$ cat src/rtl/uart_tx_fifo_pkg.sv
// Shared definitions for the UART transmit FIFO: byte width, drop counter width
// and the launch FSM state encoding.
package uart_tx_fifo_pkg;
  localparam int BYTE_W = 8;
  localparam int DROP_W = 16;

  typedef enum logic [1:0] {
    IDLE      = 2'd0,
    WAIT_BUSY = 2'd1,
    WAIT_DONE = 2'd2
  } tx_state_e;
endpackage

$ cat src/rtl/byte_fifo_ram.sv
// DEPTH x BYTE_W storage for the transmit FIFO: synchronous write and an
// asynchronous read, so the head byte is available in the same cycle as a launch.
module byte_fifo_ram
  import uart_tx_fifo_pkg::*;
#(
  parameter int DEPTH  = 16,
  parameter int ADDR_W = $clog2(DEPTH)
) (
  input  logic              clk,
  input  logic              we,
  input  logic [ADDR_W-1:0] waddr,
  input  logic [BYTE_W-1:0] wdata,
  input  logic [ADDR_W-1:0] raddr,
  output logic [BYTE_W-1:0] rdata
);
  logic [BYTE_W-1:0] mem [DEPTH];

  always_ff @(posedge clk) begin
    if (we) mem[waddr] <= wdata;
  end

  assign rdata = mem[raddr];
endmodule

$ cat src/rtl/uart_tx_fifo.sv
// Byte FIFO plus launch controller feeding the UART transmitter.
// Optional macro DROP_COUNT_EN adds the saturating drop_count port.
module uart_tx_fifo
  import uart_tx_fifo_pkg::*;
#(
  parameter int DEPTH         = 16,
  parameter int BUSY_WAIT_MAX = 4
) (
  input  logic                   clk,
  input  logic                   reset,
  input  logic                   wr_valid,
  input  logic [BYTE_W-1:0]      wr_data,
  input  logic                   txd_busy,
  output logic                   txd_start,
  output logic [BYTE_W-1:0]      txd_data,
  output logic [$clog2(DEPTH):0] count,
  output logic                   empty,
  output logic                   full,
  output logic                   overflow,
`ifdef DROP_COUNT_EN
  output logic [DROP_W-1:0]      drop_count,
`endif
  output tx_state_e              fsm_state
);
  // Handshake: wr_valid is a one-cycle strobe with no ready; a strobe seen while
  // full is dropped. txd_start is a one-cycle pulse, acknowledged by txd_busy.
  localparam int ADDR_W = $clog2(DEPTH);
  localparam int CNT_W  = $clog2(BUSY_WAIT_MAX) + 1;

  logic [ADDR_W:0]     wr_ptr, rd_ptr;
  logic [CNT_W-1:0]    wait_cnt;
  logic [BYTE_W-1:0]   rd_data;
  logic                wr_accept;
  logic                launch;
  tx_state_e           state, state_d;

  assign count     = wr_ptr - rd_ptr;
  assign empty     = (count == '0);
  assign full      = (count == (ADDR_W+1)'(DEPTH));
  assign wr_accept = wr_valid && !full;
  assign fsm_state = state;

  byte_fifo_ram #(.DEPTH(DEPTH), .ADDR_W(ADDR_W)) u_ram (
    .clk   (clk),
    .we    (wr_accept),
    .waddr (wr_ptr[ADDR_W-1:0]),
    .wdata (wr_data),
    .raddr (rd_ptr[ADDR_W-1:0]),
    .rdata (rd_data)
  );

  always_comb begin
    state_d = state;
    launch  = 1'b0;
    case (state)
      IDLE: begin
        if (!empty && !txd_busy) begin
          launch  = 1'b1;
          state_d = WAIT_BUSY;
        end
      end
      WAIT_BUSY: begin
        // Give up on a transmitter that never acknowledges, so the queue keeps draining.
        if (txd_busy) state_d = WAIT_DONE;
        else if (wait_cnt == CNT_W'(BUSY_WAIT_MAX - 1)) state_d = IDLE;
      end
      WAIT_DONE: begin
        if (!txd_busy) state_d = IDLE;
      end
      default: state_d = IDLE;
    endcase
  end

  always_ff @(posedge clk) begin
    if (!reset) begin
      state     <= IDLE;
      wr_ptr    <= '0;
      rd_ptr    <= '0;
      wait_cnt  <= '0;
      txd_start <= 1'b0;
      txd_data  <= '0;
      overflow  <= 1'b0;
    end else begin
      state     <= state_d;
      txd_start <= launch;
      if (launch) begin
        txd_data <= rd_data;
        rd_ptr   <= rd_ptr + (ADDR_W+1)'(1);
        wait_cnt <= '0;
      end else if (state == WAIT_BUSY && !txd_busy) begin
        wait_cnt <= wait_cnt + CNT_W'(1);
      end
      if (wr_accept) wr_ptr <= wr_ptr + (ADDR_W+1)'(1);
      if (wr_valid && full) overflow <= 1'b1;
    end
  end

`ifdef DROP_COUNT_EN
  always_ff @(posedge clk) begin
    if (!reset) begin
      drop_count <= '0;
    end else if (wr_valid && full && drop_count != '1) begin
      drop_count <= drop_count + DROP_W'(1);
    end
  end
`endif
endmodule

$ cat config.mk
export PLATFORM = sky130hd
export DESIGN_NAME = uart_tx_fifo
export DESIGN_NICKNAME = d
export VERILOG_FILES = /design/src/rtl/uart_tx_fifo_pkg.sv /design/src/rtl/byte_fifo_ram.sv /design/src/rtl/uart_tx_fifo.sv
export SDC_FILE = /design/constraint.sdc
export NUM_CORES = 1
export LEC_CHECK = 0
export CAP_MARGIN = 20
export CORE_AREA = 3 3 88 174
export CTS_BUF_LIST = sky130_fd_sc_hd__clkbuf_8
export DETAILED_ROUTE_END_ITERATION = 10
export DIE_AREA = 0 0 91 177
export GPL_TIMING_DRIVEN = 0
export HOLD_SLACK_MARGIN = 0.06
export PLACE_DENSITY = 0.73
export SYNTH_ARGS = -nofsm -noshare
export SYNTH_HDL_FRONTEND = slang
export SYNTH_SLANG_ARGS = --single-unit
$ cat constraint.sdc
create_clock -name clk -period 3.2 [get_ports clk]
set_clock_uncertainty 0.15 [all_clocks]
set_input_delay 0.64 -clock clk [delete_from_list [all_inputs] [get_ports clk]]
set_output_delay 0.64 -clock clk [all_outputs]
set_load 0.1 [all_outputs]
======== After elaboration in Yosys (flattened, before gate mapping) ========
Memories as Yosys holds them, arrays and structs flattened. A register that Yosys moved wholly into a read port is not among the register bits.
Cells that the tools add are included.
cells by class
  add/subtract/negate cells ............... 4
  equality and inequality tests ........... 7
  muxes and demuxes ....................... 9
  bitwise gates (word level) .............. 1
  reductions and logical operators ........ 12
operators with widths
  cell                   number
  $add A5 B1 Y5 const B  2
  $mux W2                4
  $pmux W2 S3            1
  $eq A5 B5 Y1 const B   1
  $logic_not A5 Y1       1
  $sub A5 B5 Y5          1
  $logic_and A1 B1 Y1    4
  $logic_not A1 Y1       4
  $mux W1                4
  $ne A2 B2 Y1 const B   2
  $add A3 B1 Y3 const B  1
  $eq A3 B2 Y1 const B   1
  $ne A3 B3 Y1 const B   1
  $reduce_and A3 Y1      1
  $eq A2 B1 Y1 const B   1
  $eq A2 B2 Y1 const B   1
  $logic_not A2 Y1       1
  $reduce_or A2 Y1       1
  $not A1 Y1             1
storage, ports and cells
  bits in registers ....................... 17
  bits in writable memories ............... 128
  input bits .............................. 12
  output and inout bits ................... 19
  word-level logic and storage cells ...... 40
  memories kept ........................... 1
memory list
  name       depth  width  read ports  clocked after Yosys merged registers in  write ports  line                 RTL
  u_ram.mem  16     8      1           1                                        1            byte_fifo_ram.sv:16  logic [BYTE_W-1:0] mem [DEPTH];

======== Longest topological paths before layout ========
Gate-level depths: netlist of run 1.
  depth in word-level cells ............... 7
  gate-level depth with buffers ........... 12
  mapped depth without buffers ............ 9

======== Cells and area by module ========
A second synthesis of run 1 with hierarchy kept.
second synthesis, totals
  cell total of the unflattened synthesis .. 364
  area total of the unflattened synthesis .. 6326.1 um^2
modules (own cells, without submodules)
  module         times used  cells each  area each (um^2)  sequential area each (um^2)
  byte_fifo_ram  1           221         4987.3            3843.7
  uart_tx_fifo   1           143         1338.8            500.5

======== Least setup slack after synthesis of run 1 ========
OpenSTA, ideal clock, no wires.
  kind .................................... register to register
  start ................................... reg rd_ptr[2]
  end ..................................... mem u_ram.mem[3][0] (enable)
  library setup time ...................... 0.383 ns
  arrival time ............................ 4.324 ns
  required time ........................... 2.667 ns
  path slack .............................. -1.657 ns
  stages on the path, launching flop included .. 10
  path buffers ............................ 2
  period minus slack after synthesis ...... 4.857 ns
  cells stage by stage .................... dfxtp_1 clkbuf_1 clkinv_1 ha_1 xnor2_1 nor2_1 a31oi_1 buf_2 nand2_1 nor3_1
between the ends
  word-level cells in the longest chain between the ends .. 6
ends and longest elaborated chain
  element                        line                 RTL
  start: declaration             uart_tx_fifo.sv:30   logic [ADDR_W:0] wr_ptr, rd_ptr;
  start signal: assignment       uart_tx_fifo.sv:88   rd_ptr <= rd_ptr + (ADDR_W+1)'(1);
  $sub A5 B5 Y5                  uart_tx_fifo.sv:37   assign count = wr_ptr - rd_ptr;
  net count[2]                   uart_tx_fifo.sv:16   output logic [$clog2(DEPTH):0] count,
  $eq A5 B5 Y1                   uart_tx_fifo.sv:39   assign full = (count == (ADDR_W+1)'(DEPTH));
  $logic_not A1 Y1               uart_tx_fifo.sv:40   assign wr_accept = wr_valid && !full;
  $logic_and A1 B1 Y1            uart_tx_fifo.sv:40
  $mux W1                        byte_fifo_ram.sv:19  if (we) mem[waddr] <= wdata;
  $mux W1 (implied by the code)  byte_fifo_ram.sv:19
  end: declaration               byte_fifo_ram.sv:16
The timed path passes the listed nets, and every way through them passes these cells.

======== Worst setup path in the final report of run 1 ========
  start ................................... reg wr_ptr[0]
  end ..................................... out empty
between the ends
  word-level cells in the longest chain between the ends .. 2
ends and longest elaborated chain
  element                   line                RTL
  start: declaration        uart_tx_fifo.sv:30
  start signal: assignment  uart_tx_fifo.sv:93  if (wr_accept) wr_ptr <= wr_ptr + (ADDR_W+1)'(1);
  $sub A5 B5 Y5             uart_tx_fifo.sv:37
  $logic_not A5 Y1          uart_tx_fifo.sv:38  assign empty = (count == '0);
  end: declaration          uart_tx_fifo.sv:17  output logic empty,
No other way between the ends.

==> flow_metrics.tcl, run 1 <==
set metrics [dict create \
    diodes 0 \
    cts_tree "done" \
    met2_length_um 7920 \
    place_congestion 0.815 \
    crit_family "adder cells" \
    max_stage_delay_ns 0.39 \
    max-vdd-ir-drop_mv 1.14 \
    coreArea_sq_mm 0.0140 \
    worstPathArrival_ns 2.44 \
    ys_ff_latch 153 \
    crit_slowest_cell "fa_2" \
    cp-end-kind "primary output" \
    fmax_mhz 309 \
    numCtsBuffers 17 \
    dpl.hpwl_um 9210 \
    synth_edf_count 128 \
    final_nets 464 \
    fin_area_sq_mm 0.00750 \
    drive_gt1_share_pct 27.6 \
    status "complete, but fails checks" \
    synth_top_family_by_area "multiplexers" \
    via_per_inst 5.40 \
    wl_per_cell_um 21.1 \
    hold_path_class "reg2reg" \
    drt-total-wl_um 13600 \
    route.met3.wl_um 657 \
    dieWidth_um 91 \
    min_period_over_period_pct 101 \
    grt_pass1_wl_um 21200 \
    syn_area_sq_mm 0.00628 \
    slew_viol_final 0 \
    r2r_cells 10 \
    io_buffers 30 \
    start_util_pct 44.7 \
    crit_fanout 4 \
    ioPinCount 31 \
    synth_compound_area_share_pct 4.11 \
    wl_met1_um 4520 \
    setup_ws_ns -0.0349 \
    cap_violations 0 \
    rsz0062_at_grt "true" \
    path_class "reg2out" \
    p_comb_share_pct 38.5 \
    netlist_instances 385 \
    synthXorXnorAreaFrac_pct 1.08 \
    reg2reg_from "wr_ptr[0]$_SDFFE_PN0P_" \
    r2r-end "u_ram.mem[6][3]$_DFFE_PP_" \
    dieHeight_um 177 \
    drt_iter0_drc 254 \
    finalSetupViolCount 1 \
    p_sw_share_pct 38.2 \
    syn_to_final_growth_pct 19.4 \
    ant_nets 0 \
    postPlaceCellArea_sq_mm 0.00691 \
    clkPwrFrac_pct 24.6 \
    whs_endpoint "txd_data[2]$_SDFFE_PN0P_" \
    grt_pass1_vias 3734 \
    worst_slew_pin_slew_ns 0.974 \
    finalHoldViolations 0 \
    grt_start_max_net_pins 18 \
    synth_ff_type "edfxtp_1" \
    hp-start "txd_data[2]$_SDFFE_PN0P_" \
    dr.pass1.iters 4 \
    num_rows 61 \
    dp_slack_ns -1.35 \
    clk_pin_slew_ns 0.09 \
    fillers 1179 \
    worst_skew_pair.late_latency_ns 0.45 \
    cp_num_buf_inv 2 \
    clockRootBuffer "clkbuf_8" \
    synth_area_per_cell_sq_um 16.3 \
    synthDistinctLibCells 43 \
    yosysWarnings 0 \
    p_switching_mw 2.47 \
    yosys.area_share.simple_pct 8.07 \
    synth-adder-area-share_pct 2.51 \
    power-per-cell-area_mw_per_mm2 862 \
    fin_crit_ns 3.23 \
    vias 3466 \
    crit_chain "inv_4 > ha_4 > fa_2 > nand2b_4 > a21oi_4 > xnor2_4 > nor4_4 > buf_6" \
    antenna_found_initial 0 \
    cts_sinks 153 \
    multi_input_area_sq_mm 0.00191 \
    synthMuxAreaShare_pct 12.8 \
    drc 0 \
    ys_async_sr_fraction_pct 0 \
    cts_max_level 4 \
    synth.net_count 409 \
    cp_data_required_time_ns 2.41 \
    grt_use_total_pct 18.1 \
    overflow 0 \
    dieArea_sq_mm 0.0161 \
    internal_power_mw 3.99 \
    rrSetupSlack_ns 0.15 \
    startpoint_type "flip-flop" \
    ys_seq_area_share_pct 69.2 \
    ctsLongestPathBuffers 2 \
    cellLeakagePower_nw 2.56 \
    violations "negative setup slack" \
    relSlewSlack_pct 34.9 \
    p_seq_share_pct 36.9 \
    seqCellArea_sq_mm 0.00436 \
    holdPathStages 1 \
    highest_layer "met4" \
]
cell families (layout without fill, tap and decap cells):
family	Yosys count	after routing
AO/OA/AOI/OAI	39	39
buffers and inverters	32	100
adder cells (fa/ha/maj)	12	12
multiplexers	40	40
XOR/XNOR	6	6
flip-flops	153	153
AND/OR/NAND/NOR	103	103
power groups by stage:
stage | Sequential [mW] | Combinational [mW] | Clock [mW]
after global placement | 2.42 | 2.33 | 0
after floorplan | 2.82 | 1.40 | 0
after detailed placement | 2.42 | 2.38 | 0
final | 2.38 | 2.49 | 1.59
after CTS | 2.38 | 2.48 | 1.62
after global routing | 2.39 | 2.63 | 1.68
Yosys cell counts, drive strengths merged, types with 3 or more instances:
| cell type | number | area share (%) |
|---|---|---|
| xnor2 | 4 | 0.80 |
| mux4 | 32 | 11 |
| inv | 10 | 0.60 |
| dfxtp | 25 | 8.0 |
| edfxtp | 128 | 61 |
| nor2 | 8 | 0.48 |
| o2bb2ai | 8 | 1.2 |
| clkbuf | 9 | 0.54 |
| buf | 11 | 1.0 |
| and3 | 17 | 1.7 |
| mux2i | 7 | 1.1 |
| a21oi | 22 | 1.8 |
| nand2b | 9 | 0.94 |
| nand2 | 53 | 3.2 |
| a31oi | 3 | 0.30 |
| ha | 11 | 2.2 |
| nor4 | 3 | 0.54 |
worst max path at each step:
stage                                 from  endpoint  slack (ns)  cells after the start
floorplan           wr_ptr[0]$_SDFFE_PN0P_     empty       -0.52                      7
global placement    rd_ptr[1]$_SDFFE_PN0P_     empty       -1.28                     10
detailed placement  rd_ptr[1]$_SDFFE_PN0P_     empty       -1.35                     10
CTS                 wr_ptr[0]$_SDFFE_PN0P_     empty       -0.11                      8
global route        wr_ptr[0]$_SDFFE_PN0P_     empty       -0.15                      8
finish              wr_ptr[0]$_SDFFE_PN0P_     empty       -0.03                      8
metal layers:
layer / GRT usage [%] / vias to the layer above
li1: - / 1588
met1: 18.2 / 1736
met2: 35.4 / 109
met3: 3.28 / 33
met4: 7.87 / 0
met5: 0 / -
sequential cells by signal, indices dropped and copies added (netlist names):
| name | flops |
|---|---|
| txd_start | 1 |
| u_ram.mem | 128 |
| wr_ptr | 5 |
| txd_data | 8 |
| wait_cnt | 3 |
| fsm_state | 2 |
| overflow | 1 |
| rd_ptr | 5 |
cell type report:
class	instances	area share (%)
Multi-Input combinational cell	200	25.4
Clock inverter	14	2.60
Sequential cell	153	58.1
Tap cell	189	3.15
Clock buffer	18	3.30
Inverter	12	0.801
Timing Repair Buffer	38	4.89
Buffer	18	1.69
metrics by stage:
| stage | power [mW] | cells | TNS, ns | utilization [%] | hold WS, ns |
|---|---|---|---|---|---|
| 4_1_cts | 6.48 | 641 | -0.108 | 53.2 | 0.324 |
| 5_1_grt | 6.70 | 642 | -0.151 | 53.4 | 0.336 |
| 3_5_place_dp | 4.80 | 604 | -43.66 | 49.2 | 0.300 |
| 2_1_floorplan | 4.22 | 385 | -7.69 | - | 0.304 |
| 3_3_place_gp | 4.75 | 604 | -30.24 | 49.2 | 0.301 |
| 6_report | 6.46 | 642 | -0.0349 | 53.4 | 0.320 |
placed cells by master (no fill, tap or decap), drive strengths merged, types with 4 or more instances in the layout:
cell / n
a21oi: 22
and3: 17
buf: 21
bufinv: 4
clkbuf: 27
clkdlybuf4s50: 24
clkinv: 6
dfxtp: 25
edfxtp: 128
ha: 11
inv: 13
mux2i: 7
mux4: 32
nand2: 53
nand2b: 9
nor2: 8
o2bb2ai: 8
xnor2: 4
repair_timing:
| item | 4_1_cts | 5_1_grt |
|---|---|---|
| gates resized for setup | 54 | 10 |
| pin swaps | 5 | 5 |
| hold buffers | 0 | 0 |
| endpoints found under the setup margin | 142 | 66 |
| buffers inserted | 6 | 2 |
| gates cloned | 0 | 0 |
Note: power is estimated with default switching activity, not from simulation.
==> run 2: changes to the inputs <==
--- a/config.mk
+++ b/config.mk
@@ -8,6 +8,7 @@
 export CAP_MARGIN = 20
 export CORE_AREA = 3 3 88 174
 export CTS_BUF_LIST = sky130_fd_sc_hd__clkbuf_8
+export CTS_CLUSTER_DIAMETER = 150
 export DETAILED_ROUTE_END_ITERATION = 10
 export DIE_AREA = 0 0 91 177
 export GPL_TIMING_DRIVEN = 0
==> constraint.sdc (replaced) <==
create_clock -name clk -period 2.62 [get_ports clk]
set_clock_uncertainty 0.15 [all_clocks]
set_input_delay 0.524 -clock clk [delete_from_list [all_inputs] [get_ports clk]]
set_output_delay 0.524 -clock clk [all_outputs]
set_load 0.1 [all_outputs]
==> flow_metrics.tcl, run 2 (same netlist as run 1, synthesis figures left out) <==
set metrics [dict create \
    grt_start_max_net_pins 17 \
    finalHoldViolations 0 \
    largest_reg_flops 128 \
    dr.pass1.iters 4 \
    cellLeakagePower_nw 2.70 \
    cp-end-kind "primary output" \
    path_class "reg2out" \
    grt_pass1_wl_um 21900 \
    cp_num_buf_inv 2 \
    crit_family "adder cells" \
    crit_slowest_cell "fa_2" \
    worst_hold_slack_ns 0.325 \
    num_rows 61 \
    p_seq_share_pct 36.6 \
    dieArea_sq_mm 0.0161 \
    grt_pass1_vias 3848 \
    worst_skew_pair.late_latency_ns 0.44 \
    drc 0 \
    place_congestion 0.821 \
    clockRootBuffer "clkbuf_8" \
    fin_crit_ns 3.07 \
    dpl.cell_count 604 \
    relSlewSlack_pct 35.3 \
    coreArea_sq_mm 0.0140 \
    final_common_cell "edfxtp_1" \
    cp_data_required_time_ns 1.95 \
    ctsLongestPathBuffers 2 \
    setup_ws_ns -0.447 \
    rsz0062_at_grt "true" \
    drive_gt1_share_pct 34.1 \
    crit_chain "inv_4 > ha_4 > fa_2 > nand2b_4 > a21oi_4 > xnor2_4 > nor4_4 > buf_6" \
    reg.largest.list "u_ram.mem (128), txd_data (8)" \
    worstPathArrival_ns 2.39 \
    fmax_mhz 326 \
    p_switching_mw 3.17 \
    power-per-cell-area_mw_per_mm2 1020 \
    clk_pin_slew_ns 0.08 \
    max_stage_delay_ns 0.38 \
    dpl.hpwl_um 9730 \
    diodes 0 \
    dieWidth_um 91 \
    fillers 1109 \
    via_per_inst 5.42 \
    finalSetupViolCount 124 \
    antenna_found_initial 0 \
    final_nets 475 \
    clkPwrFrac_pct 21.5 \
    hold_path_class "reg2reg" \
    internal_power_mw 4.77 \
    cap_violations 0 \
    vias 3542 \
    slew_viol_final 0 \
    seqCellArea_sq_mm 0.00436 \
    p_comb_share_pct 41.9 \
    top_register "u_ram.mem" \
    numCtsBuffers 17 \
    ant_nets 0 \
    syn_to_final_growth_pct 23.6 \
    start_util_pct 44.7 \
    post-route-util_pct 55.2 \
    status "complete, but fails checks" \
    grt_use_total_pct 18.6 \
    p_sw_share_pct 40.0 \
    drt_iter0_drc 313 \
    worst_slew_pin_slew_ns 0.967 \
    io_buffers 30 \
    holdBufCountCts 0 \
    cts_max_level 4 \
    overflow 0 \
    max-vdd-ir-drop_mv 1.08 \
    multi_input_area_sq_mm 0.00206 \
    crit_fanout 3 \
    wl_per_cell_um 21.6 \
    drt-total-wl_um 14100 \
    dieHeight_um 177 \
    final_cell_mix "edfxtp_1, nand2_1, mux4_2" \
    cts_tree "done" \
    cts_sinks 153 \
    dp_slack_ns -1.67 \
    startpoint_type "flip-flop" \
    ioPinCount 31 \
    stdcell_count 653 \
    violations "negative setup slack" \
    min_period_over_period_pct 117 \
]
## run 2: changes by cell type in the layout (fill, tap and decap cells not counted), moves of 6 or more
cell,previous run,this run
buf_4,9,17
dlygate4sd2_1,0,10
and3_1,9,1
and3_2,7,1
clkdlybuf4s50_1,24,12
and3_4,1,15
## run 2: path summary, 6_finish.rpt
| path | start | end | slack (ns) | depth (start not counted) |
|---|---|---|---|---|
| worst max register to register | wr_ptr[0]$_SDFFE_PN0P_ | u_ram.mem[5][2]$_DFFE_PP_ | -0.32 | 11 |
| worst max-delay path | wr_ptr[0]$_SDFFE_PN0P_ | empty | -0.45 | 8 |
| worst min-delay path | txd_data[7]$_SDFFE_PN0P_ | txd_data[7]$_SDFFE_PN0P_ | 0.33 | 1 |
| worst min register to register | txd_data[7]$_SDFFE_PN0P_ | txd_data[7]$_SDFFE_PN0P_ | 0.33 | 1 |
## run 2: what timing repair did
item | in CTS | in global routing
setup buffers | 17 | 0
gates resized for setup | 87 | 7
setup endpoints to repair | 168 | 151
pin swaps | 11 | 4
## run 2: routing by layer
metal	vias up	wire length [um]	track usage (%)
met5	-	0	0
met4	0	562	9.32
met3	29	495	3.57
met2	103	8380	36.1
met1	1801	4650	18.4
li1	1609	-	-
## run 2: per-stage QoR
| stage | instance area, sq um | TNS [ns] | total power [mW] |
|---|---|---|---|
| 2_1_floorplan | 6530 | -50.49 | 5.20 |
| 3_3_place_gp | 7060 | -92.25 | 5.87 |
| 3_5_place_dp | 7060 | -91.49 | 5.91 |
| 4_1_cts | 7720 | -32.30 | 7.93 |
| 5_1_grt | 7760 | -40.28 | 8.25 |
| 6_report | 7760 | -30.07 | 7.94 |
## run 2: layout make-up
| type | count | share of cell area, % |
|---|---|---|
| inverter | 12 | 0.871 |
| clock buffer | 18 | 3.19 |
| multi-input combinational | 200 | 26.6 |
| sequential | 153 | 56.2 |
| buffer | 20 | 2.29 |
| clock inverter | 14 | 1.69 |
| timing repair buffer | 47 | 6.11 |
| tap | 189 | 3.05 |
## run 2: power by group through the flow
stage / Sequential, mW / Clock, mW / Combinational [mW]
finish: 2.91 / 1.71 / 3.33
global route: 2.92 / 1.84 / 3.49
global placement: 2.95 / 0 / 2.92
CTS: 2.90 / 1.74 / 3.29
floorplan: 3.44 / 0 / 1.75
detailed placement: 2.95 / 0 / 2.95
## run 2: worst reg2reg max path, stage by stage (launching register included)
cell and delay, ns:
dfxtp_4 0.36, inv_4 0.04, ha_4 0.16, fa_2 0.39, nand2b_4 0.16, a21oi_4 0.18, xnor2_4 0.10, buf_4 0.16
a31oi_1 0.25, buf_4 0.24, buf_6 0.16, and3_4 0.29
